<file path="config.mk">
export PLATFORM = sky130hd
export DESIGN_NAME = uart_tx_serializer
export DESIGN_NICKNAME = d
export VERILOG_FILES = /design/src/rtl/uart_tx_serializer_pkg.sv /design/src/rtl/uart_tx_fifo.sv /design/src/rtl/uart_tx_serializer.sv
export SDC_FILE = /design/constraint.sdc
export NUM_CORES = 1
export LEC_CHECK = 0
export CAP_MARGIN = 20
export CORE_ASPECT_RATIO = 1.2
export CORE_UTILIZATION = 35
export CTS_CLUSTER_DIAMETER = 80
export CTS_CLUSTER_SIZE = 25
export DETAILED_ROUTE_END_ITERATION = 12
export DONT_BUFFER_PORTS = 1
export PLACE_DENSITY = 0.45
export SYNTH_ARGS = -nofsm -noshare
export SYNTH_HDL_FRONTEND = slang
export SYNTH_HIERARCHICAL = 1
export SYNTH_SLANG_ARGS = --single-unit
</file>
<file path="constraint.sdc">
create_clock -name clock -period 3.65 [get_ports clock]
set_input_delay 0.365 -clock clock [delete_from_list [all_inputs] [get_ports clock]]
set_output_delay 0.365 -clock clock [all_outputs]
set_load 0.01 [all_outputs]
</file>
<file path="src/rtl/uart_tx_serializer_pkg.sv">
// Shared definitions for the UART transmit serialiser.
//  - Field positions of the 9-bit character bus {valid, data[7:0]}.
//  - Transmit FSM state encoding.
package uart_tx_serializer_pkg;

    localparam int unsigned UART_VALID_BIT = 8;
    localparam int unsigned UART_DATA_W    = 8;

    // Index of the last data bit within a frame (8 data bits, 0..7).
    localparam logic [2:0] LAST_DATA_BIT = 3'd7;

    typedef enum logic [1:0] {
        StIdle  = 2'd0,
        StStart = 2'd1,
        StData  = 2'd2,
        StStop  = 2'd3
    } tx_state_e;

endpackage

</file>
<file path="src/rtl/uart_tx_fifo.sv">
// Synchronous FIFO buffering characters ahead of the serialiser.
// Ports:
//  clock  in   system clock, rising edge
//  reset  in   asynchronous active-high reset; empties the FIFO
//  push   in   write wdata this cycle (ignored when full unless popping too)
//  pop    in   drop the head entry this cycle (ignored when empty)
//  wdata  in   data to write
//  rdata  out  head entry (valid while not empty)
//  count  out  occupancy 0..2**AW
//  full   out  count == 2**AW
//  empty  out  count == 0
module uart_tx_fifo
    import uart_tx_serializer_pkg::*;
#(
    parameter int unsigned DATA_W = UART_DATA_W,
    parameter int unsigned AW     = 4
) (
    input  logic              clock,
    input  logic              reset,
    input  logic              push,
    input  logic              pop,
    input  logic [DATA_W-1:0] wdata,
    output logic [DATA_W-1:0] rdata,
    output logic [AW:0]       count,
    output logic              full,
    output logic              empty
);

    localparam logic [AW:0] Depth = {1'b1, {AW{1'b0}}};

    logic [DATA_W-1:0] mem_q [2**AW];
    logic [AW-1:0]     wr_ptr_q, wr_ptr_d;
    logic [AW-1:0]     rd_ptr_q, rd_ptr_d;
    logic [AW:0]       count_q, count_d;
    logic              do_push, do_pop;

    assign full  = (count_q == Depth);
    assign empty = (count_q == '0);
    assign count = count_q;
    assign rdata = mem_q[rd_ptr_q];

    // A push while full is only taken when the head leaves in the same cycle.
    assign do_pop  = pop & ~empty;
    assign do_push = push & (~full | do_pop);

    always_comb begin
        wr_ptr_d = wr_ptr_q;
        rd_ptr_d = rd_ptr_q;
        count_d  = count_q;
        if (do_push) begin
            wr_ptr_d = wr_ptr_q + AW'(1);
        end
        if (do_pop) begin
            rd_ptr_d = rd_ptr_q + AW'(1);
        end
        case ({do_push, do_pop})
            2'b10:   count_d = count_q + (AW+1)'(1);
            2'b01:   count_d = count_q - (AW+1)'(1);
            default: count_d = count_q;
        endcase
    end

    always_ff @(posedge clock or posedge reset) begin
        if (reset) begin
            wr_ptr_q <= '0;
            rd_ptr_q <= '0;
            count_q  <= '0;
        end else begin
            wr_ptr_q <= wr_ptr_d;
            rd_ptr_q <= rd_ptr_d;
            count_q  <= count_d;
        end
    end

    // Storage needs no reset: stale entries are never read once the pointers clear.
    always_ff @(posedge clock) begin
        if (do_push) begin
            mem_q[wr_ptr_q] <= wdata;
        end
    end

endmodule

</file>
<file path="src/rtl/uart_tx_serializer.sv">
// Buffers strobed characters from the 9-bit UART bus and serialises them as 8N1
// frames (idle high, start 0, 8 data bits LSB first, stop 1).
// Ports:
//  clock         in   system clock, rising edge
//  reset         in   asynchronous active-high reset; aborts any frame
//  char_in       in   [8] one-cycle valid strobe, [7:0] character
//  tx            out  registered serial line
//  busy          out  frame on the line or characters buffered
//  fifo_count    out  FIFO occupancy 0..2**FIFO_AW
//  overflow      out  sticky: strobe seen while FIFO full
//  overflow_clr  in   synchronous clear of overflow (set wins)
module uart_tx_serializer
    import uart_tx_serializer_pkg::*;
#(
    parameter int unsigned CLKS_PER_BIT = 16,
    parameter int unsigned FIFO_AW      = 4
) (
    input  logic                      clock,
    input  logic                      reset,
    input  logic [UART_VALID_BIT:0]   char_in,
    output logic                      tx,
    output logic                      busy,
    output logic [FIFO_AW:0]          fifo_count,
    output logic                      overflow,
    input  logic                      overflow_clr
);

    localparam int unsigned    BaudW    = $clog2(CLKS_PER_BIT);
    localparam logic [BaudW-1:0] BaudLast = BaudW'(CLKS_PER_BIT - 1);

    tx_state_e              state_q, state_d;
    logic [BaudW-1:0]       baud_q, baud_d;
    logic [2:0]             bit_idx_q, bit_idx_d;
    logic [UART_DATA_W-1:0] shift_q, shift_d;
    logic                   tx_q, tx_d;
    logic                   overflow_q, overflow_d;

    logic                   strobe;
    logic                   pop;
    logic                   baud_end;
    logic [UART_DATA_W-1:0] fifo_rdata;
    logic                   fifo_full;
    logic                   fifo_empty;

    assign strobe   = char_in[UART_VALID_BIT];
    assign baud_end = (baud_q == BaudLast);

    uart_tx_fifo #(
        .DATA_W (UART_DATA_W),
        .AW     (FIFO_AW)
    ) u_fifo (
        .clock (clock),
        .reset (reset),
        .push  (strobe),
        .pop   (pop),
        .wdata (char_in[UART_DATA_W-1:0]),
        .rdata (fifo_rdata),
        .count (fifo_count),
        .full  (fifo_full),
        .empty (fifo_empty)
    );

    // State register.
    always_ff @(posedge clock or posedge reset) begin
        if (reset) begin
            state_q <= StIdle;
        end else begin
            state_q <= state_d;
        end
    end

    // Next-state logic; the pop happens on the transition into StStart.
    always_comb begin
        state_d = state_q;
        pop     = 1'b0;
        case (state_q)
            StIdle: begin
                if (!fifo_empty) begin
                    pop     = 1'b1;
                    state_d = StStart;
                end
            end
            StStart: begin
                if (baud_end) begin
                    state_d = StData;
                end
            end
            StData: begin
                if (baud_end && (bit_idx_q == LAST_DATA_BIT)) begin
                    state_d = StStop;
                end
            end
            StStop: begin
                if (baud_end) begin
                    // Chain straight into the next frame when one is waiting.
                    if (!fifo_empty) begin
                        pop     = 1'b1;
                        state_d = StStart;
                    end else begin
                        state_d = StIdle;
                    end
                end
            end
            default: state_d = StIdle;
        endcase
    end

    // Output logic. tx is registered from the current state, so the line lags
    // the FSM by one cycle uniformly and frames stay contiguous.
    always_comb begin
        tx_d = 1'b1;
        case (state_q)
            StIdle:  tx_d = 1'b1;
            StStart: tx_d = 1'b0;
            StData:  tx_d = shift_q[0];
            StStop:  tx_d = 1'b1;
            default: tx_d = 1'b1;
        endcase
    end

    // Baud counter, bit index, shift register and overflow next-state.
    always_comb begin
        baud_d    = baud_q;
        bit_idx_d = bit_idx_q;
        shift_d   = shift_q;

        if (state_q == StIdle || baud_end) begin
            baud_d = '0;
        end else begin
            baud_d = baud_q + BaudW'(1);
        end

        if (state_q != StData) begin
            bit_idx_d = '0;
        end else if (baud_end) begin
            bit_idx_d = bit_idx_q + 3'd1;
        end

        if (pop) begin
            shift_d = fifo_rdata;
        end else if (state_q == StData && baud_end) begin
            shift_d = {1'b0, shift_q[UART_DATA_W-1:1]};
        end

        if (strobe && fifo_full && !pop) begin
            overflow_d = 1'b1;
        end else if (overflow_clr) begin
            overflow_d = 1'b0;
        end else begin
            overflow_d = overflow_q;
        end
    end

    always_ff @(posedge clock or posedge reset) begin
        if (reset) begin
            baud_q     <= '0;
            bit_idx_q  <= '0;
            shift_q    <= '0;
            tx_q       <= 1'b1;
            overflow_q <= 1'b0;
        end else begin
            baud_q     <= baud_d;
            bit_idx_q  <= bit_idx_d;
            shift_q    <= shift_d;
            tx_q       <= tx_d;
            overflow_q <= overflow_d;
        end
    end

    assign tx       = tx_q;
    assign overflow = overflow_q;
    assign busy     = (state_q != StIdle) | (fifo_count != '0);

endmodule

</file>
==> results of run 1 <==
## registers in the layout (all words and copies together), names as in the netlist
register and cells:
state_q 2, u_fifo/count 5, tx 1, overflow 1, bit_idx_q 3, shift_q 8
baud_q 4, u_fifo/wr_ptr_q 4, u_fifo/mem_q 128, u_fifo/rd_ptr_q 4
## logic make-up (layout without fill, tap and decap cells)
logic type	Yosys count	after routing
muxes	46	46
xor gates and xnor gates	11	11
AOI/OAI and AO/OA	48	48
and+or+nand+nor	77	77
DFF	160	160
adders and majority gates	17	17
buffers and inverters	31	55
## power by group
group	switching (mW)	internal (mW)
combinational	0.298	0.209
sequential	0.118	2.16
clock	0.765	1.03
total	1.18	3.41
## cell usage after synthesis (all sizes together), types with 3 or more instances
cell / count
edfxtp: 128
and3: 5
mux2i: 11
nor2b: 3
clkbuf: 5
dfrtp: 31
inv: 16
nor2: 16
o211ai: 3
mux4: 32
nand2b: 5
buf: 10
a22oi: 16
ha: 16
o21ai: 3
nand3: 9
mux2: 3
nand2: 14
xnor2: 10
a21oi: 12
and2: 14
## what timing repair did
item,CTS,global route
hold buffers,2,0
buffers inserted,0,0
endpoints found under the hold margin,32,0
## metal layers
| layer | global-route usage, % | vias up | routed length [um] |
|---|---|---|---|
| met3 | 4.25 | 14 | 565 |
| met4 | 4.37 | 0 | 153 |
| met1 | 19.7 | 1769 | 6050 |
| li1 | - | 1547 | - |
| met2 | 26.2 | 54 | 7070 |
| met5 | 0 | - | 0 |
## worst register-to-register path, cell delays in order, from the launching register on
cell and delay, ns:
dfrtp_1 0.54, nor4_4 0.13, nand2b_1 0.17, inv_1 0.10, or3_1 0.39, inv_2 0.13, inv_1 0.08, nand3_1 0.13
nor4bb_1 0.69, and2_1 0.48
## path summary, 6_finish.rpt
| check | endpoint | start | cells past startpoint |
|---|---|---|---|
| setup / recovery | u_fifo/mem_q[0][3]$_DFFE_PP_ | u_fifo/count[3]$_DFFE_PP0P_ | 9 |
| hold / removal | u_fifo/mem_q[7][6]$_DFFE_PP_ | char_in[6] | 0 |
| setup reg to reg | u_fifo/mem_q[0][3]$_DFFE_PP_ | u_fifo/count[3]$_DFFE_PP0P_ | 9 |
| hold reg to reg | shift_q[7]$_DFFE_PP0P_ | shift_q[7]$_DFFE_PP0P_ | 2 |
| max in group asynchronous | shift_q[7]$_DFFE_PP0P_ | reset | 2 |
| min in group asynchronous | u_fifo/count[1]$_DFFE_PP0P_ | reset | 2 |
## cell type report
type / count / area (um2)
Timing Repair Buffer: 7 / 57.6
Inverter: 16 / 60.1
Fill cell: 1740 / 11300
Multi-Input combinational cell: 199 / 1980
Sequential cell: 160 / 4650
Clock inverter: 14 / 170
Clock buffer: 18 / 429
Tap cell: 256 / 320
## through the flow
step / utilization (%) / total power, mW
CTS: 40.5 / 4.65
global placement: 37.2 / 2.83
detailed placement: 37.2 / 2.83
global route: 40.5 / 4.81
floorplan: - / 2.66
finish: 40.5 / 4.59
==> metrics.txt, run 1 <==
Worst Path Arrival=3.28 ns; Compound-Gate Fraction of Synth Area=5.47%; area grow syn2layout=13.2%; final worst path period share=87.8%; Clk Tree Root Cell=clkbuf_16; largest net degree at the start of global routing=36; CP max-delay cell=nor4bb_1; yosys warns=6; Worst-path clk slew=0.07 ns; fin area=7660 um2; clk buf depth=2; Hold Crit Class=in -> reg; Max rail drop VDD=0.000312 V; Finished Layout Cells=670; XOR/XNOR share of the synthesized area=1.42%; CP cell instances=nor4_4, nand2b_1, inv_1, or3_1, inv_2, inv_1, nand3_1, nor4bb_1, and2_1; pre-CTS setup slack=0.487 ns; Worst Path Max Fanout=8; Routed WL=13.8 mm; Starting Density=35.8%; Synth cell types=54; vias in the first global route=3731; Synth area leaders=edfxtp_1 (57%), dfrtp_1 (11%), mux4_2 (11%); syn avg cell area=17.4 um2; CTS tree=built; most common cell after layout, fill and taps aside=edfxtp_1; post-synth top area share=56.8%; CP Capture Type=flop; Post-DRT Antenna Nets=0; Via density=5.05; Setup Viol. Count Final=0; delay-heaviest family, CP=simple AND/OR/NAND/NOR gates; most frequent cells in the layout=edfxtp_1 (128), mux4_2 (32), dfrtp_1 (30); Die Ht=154 um; critical path's most frequent cell=inv_1; Synth Area in Adders=3.25%; syn nets=419; Pwr per Cell Area=599 nW/um2; PortBufs=0; dpl hpwl=9.12 mm; status=finished clean; antenna cell count=0; CTS Buf Count=17; Hold Fails Final Rpt=0; die width=129 um; Post-Route Skew=0.00693 ns; total global-route track usage=15.6%; max-cap viol count=0; area of the mapped netlist=6770 um2; post_cts resized=0; Max Slew Vio Count=0; FF-to-FF setup slack=0.45 ns; layout cells sized above 1=21.0%; grt ovf=0; Leakage=2.74 nW; final routed DRC violation total=0; # H-tree levels=4; startpoint types=flop; initial antenna violation count=0; clk_lat worst skew=0.42 ns; Post-synth ARST share=20.0%; top cell type by total area after synthesis=edfxtp_1; Required @ worst endpoint=3.73 ns; critical path's largest stage delay=0.69 ns; Die ar.=19900 um2; Top Ports=20; post-synthesis register bit count=160; Placed Instance Area=7040 um2; nets@finish=430; maximum clock frequency=0.312 GHz; RSZ-0062 raised after global routing=false; Max-Slew Margin vs Limit=49.3%; Min Hold Slack=0.0330 ns; global-route wire length before repair=22.0 mm; Setup TNS=0 ns; Slew @ Worst Pin=0.750 ns; main combinational cell family by area after synthesis=multiplexers; dominant synthesized flop cell=edfxtp_1; mux cell area share after synthesis=12.8%; simple-gate area share of the yosys netlist=6.32%; GPL Wtd Cong=0.766; Gate Count Post-Synth=390; # rows=55; post-synthesis sequential area ratio=68.6%; total number of vias=3384; Post-Place Cells=636; WL/cell=20.6 um; Sink Count=160; Core Region=18900 um2; initial DRC count=241; min cycle time layout=3.20 ns; Setup Crit Path Kind=reg -> reg; Pre-antenna DRT Iters=4; Post-synth EDFFs=128; min setup slack post-route=0.446 ns; Worst Path Buf+Inv=3
Power figures use the tool's default switching activity.
==> run 2, diff against run 1 <==
--- a/config.mk
+++ b/config.mk
@@ -6,4 +6,5 @@
 export NUM_CORES = 1
 export LEC_CHECK = 0
+export ABC_AREA = 1
 export CAP_MARGIN = 20
 export CORE_ASPECT_RATIO = 1.2
==> constraint.sdc (replaced) <==
create_clock -name clock -period 3.65 [get_ports clock]
set_input_delay 0.365 -clock clock [delete_from_list [all_inputs] [get_ports clock]]
set_output_delay 0.365 -clock clock [all_outputs]
set_load 0.05 [all_outputs]
==> metrics.txt, run 2 <==
Pwr per Cell Area=569 nW/um2 (-4.9%); Hold Crit Class=in -> reg; CP Capture Type=flop; final worst path period share=83.5% (-4.3 points); Post-synth ARST share=20.0% (unchanged); max-cap viol count=0 (unchanged); Max rail drop VDD=0.000310 V (-0.68%); Synth cell types=34 (-37%); total number of vias=4440 (+31%); max reg flops=128 (unchanged); PortBufs=0 (unchanged); syn nets=647 (+54%); grt ovf=0 (unchanged); Top Ports=20 (unchanged); critical path's largest stage delay=0.77 ns (+0.08 ns); WL/cell=17.8 um (-14%); status=finished clean; RSZ-0062 raised after global routing=false; Sink Count=160 (unchanged); CP max-delay cell=nor2_1; Fillers=1902 (+9.3%); Post-synth top cells=edfxtp_1 (128), nor2_1 (107), nand2_1 (72), o21ai_0 (72), nand3_1 (43); Post-CTS Setup Bufs=0 (unchanged); yosys warns=6 (unchanged); Setup TNS=0 ns (unchanged); Clk Tree Root Cell=clkbuf_16; Slew @ Worst Pin=0.998 ns (+0.248 ns); Max Slew Vio Count=0 (unchanged); area grow syn2layout=11.4%; startpoint types=flop; Core Region=19600 um2 (+3.7%); Worst Path Arrival=3.08 ns (-0.20 ns); Die Ht=157 um (+2.0%); Required @ worst endpoint=3.68 ns (-0.05 ns); post-synth top area share=54.5% (-2.2 points); Placed Instance Area=7320 um2 (+3.9%); mux cell area share after synthesis=0% (-13 points); area of the mapped netlist=7050 um2 (+4.1%); dpl hpwl=10.5 mm (+16%); Setup Crit Path Kind=reg -> reg; Flop pwr share=50.0% (+0.2 points); vias in the first global route=4567 (+22%); top cell type by total area after synthesis=edfxtp_1; Synth area leaders=edfxtp_1 (55%), dfrtp_1 (11%), nor2_1 (5.7%); post-synthesis sequential area ratio=65.9% (-2.7 points); total global-route track usage=16.5% (+0.96 points); Worst-path clk slew=0.06 ns (about the same); Post-Route Skew=0.00986 ns (+0.00293 ns); initial antenna violation count=0 (unchanged); Pre-antenna DRT Iters=4 (unchanged); Die ar.=20700 um2 (+4.1%); global-route wire length before repair=25.4 mm (+16%); end-of-flow core utilization=40.0% (-0.46 points); final routed DRC violation total=0 (unchanged); most frequent cell after synthesis=edfxtp_1; clk_lat worst skew=0.41 ns (about the same); Starting Density=35.9% (+0.16 points); largest net degree at the start of global routing=74 (+110%); most frequent cells in the layout=edfxtp_1 (128), nor2_1 (107), nand2_1 (72), o21ai_0 (72), nand3_1 (43); switching share of power=26.9% (+1.2 points); CTS tree=built; most common cell after layout, fill and taps aside=edfxtp_1; clk buf depth=2 (unchanged); layout cells sized above 1=9.28% (-12 points); internal power=3.27 mW (-4.1%); Post-synth EDFFs=128 (unchanged); Gate Count Post-Synth=618 (+58%); Setup Viol. Count Final=0 (unchanged); CP cell instances=nor2_1, nand3_2, inv_1, inv_1, nand2_1, o21ai_4, nand2_4, inv_1, o21ai_4, inv_4, nand2_1, nor2_1; Logic pwr share=14.1% (+3.1 points); Synth Area in Adders=3.12% (-0.13 points); initial DRC count=200 (-17%); post-synthesis register bit count=160 (unchanged); Power, Total=4.47 mW (-2.5%); Compound-Gate Fraction of Synth Area=10.2% (+4.7 points); Post-DRT Antenna Nets=0 (unchanged); Routed WL=15.9 mm (+15%); simple-gate area share of the yosys netlist=14.9% (+8.6 points); most flop-heavy register=u_fifo/mem_q; min cycle time layout=3.05 ns (-0.156 ns); dominant synthesized flop cell=edfxtp_1; Hold Fails Final Rpt=0 (unchanged); nets@finish=653 (+52%); critical path's most frequent cell=inv_1; # rows=56 (+1.8%); XOR/XNOR share of the synthesized area=1.22% (-0.20 points); Max-Slew Margin vs Limit=33.2% (-16 points); Psw=1.20 mW (+1.9%); GPL Wtd Cong=0.775 (+1.2%); Worst Path Max Fanout=17 (+9); # H-tree levels=4 (unchanged); main combinational cell family by area after synthesis=simple AND/OR/NAND/NOR gates; Clock power frac=35.9% (-3.3 points); Via density=4.95 (-2.0%); die width=132 um (+2.0%); antenna cell count=0 (unchanged); CTS Buf Count=17 (unchanged); Min Hold Slack=0.0427 ns (+0.00971 ns); syn avg cell area=11.4 um2 (-34%); Leakage=2.93 nW (+7.2%); maximum clock frequency=0.328 GHz (+5.1%); fin area=7850 um2 (+2.5%)
## run 2: changes by cell type in the layout (fill, tap and decap cells not counted), moves of 10 or more
cell,previous run,this run
nand2_1,13,72
and2_1,14,0
mux2i_1,11,0
xnor2_1,10,0
o211ai_1,3,32
nand3_1,9,43
o21ai_0,0,72
inv_1,15,41
nor2_1,15,107
mux4_2,32,0
a22oi_1,16,0
## run 2: power groups by stage
stage          clock network, mW  registers (mW)  logic [mW]
2_1_floorplan                  0            2.37       0.349
3_3_place_gp                   0            2.27       0.630
3_5_place_dp                   0            2.27       0.632
4_1_cts                     1.65            2.24       0.638
5_1_grt                     1.72            2.25       0.704
6_report                    1.60            2.24       0.631
## run 2: worst paths after layout
check	from	endpoint	slack, ns	cells after the start
worst max-delay path	u_fifo/count[1]$_DFFE_PP0P_	u_fifo/mem_q[13][1]$_DFFE_PP_	0.60	12
worst min-delay path	char_in[7]	u_fifo/mem_q[9][7]$_DFFE_PP_	0.04	0
worst max register to register	u_fifo/count[1]$_DFFE_PP0P_	u_fifo/mem_q[13][1]$_DFFE_PP_	0.60	12
worst min register to register	baud_q[0]$_DFF_PP0_	baud_q[0]$_DFF_PP0_	0.47	1
max in group asynchronous	reset	shift_q[3]$_DFFE_PP0P_	2.59	2
min in group asynchronous	reset	u_fifo/count[1]$_DFFE_PP0P_	0.49	2
## run 2: critical path: cells and delay by family (launching register included)
family / cells / cell delay (ns)
buf+inv: 4 / 0.55
simple gates: 6 / 1.36
flops: 1 / 0.35
compound gates: 2 / 0.39
## run 2: final cells by class
| class | count | area (um2) | area share, % |
|---|---|---|---|
| clock inverters | 12 | 95.1 | 1.21 |
| multi-input cells | 386 | 2080 | 26.4 |
| repair buffers | 13 | 100 | 1.27 |
| inverters | 46 | 175 | 2.23 |
| flip-flops and latches | 160 | 4650 | 59.2 |
| well taps | 261 | 327 | 4.16 |
| clock buffers | 19 | 433 | 5.51 |
## run 2: per-layer routing
| layer | share of wire [%] | track usage (%) |
|---|---|---|
| met5 | 0 | 0 |
| met4 | 0.42 | 5.32 |
| met3 | 2.9 | 3.83 |
| met2 | 53 | 29.6 |
| met1 | 44 | 19.6 |
## run 2: per-stage QoR
stage / worst slack, ns / instances
floorplan: 0.632 / 618
global placement: 0.670 / 865
detailed placement: 0.559 / 865
CTS: 0.538 / 897
global route: 0.325 / 897
finish: 0.601 / 897
## run 2: repair_timing
action	CTS	global route
hold buffers	1	0
resized for setup	0	0
endpoints found under the hold margin	31	0
## run 2: kinds of logic after synthesis
group,Yosys count
compound gates,121
xor+xnor,9
fa+ha+maj,17
buf+inv,72
flops,160
simple gates,239
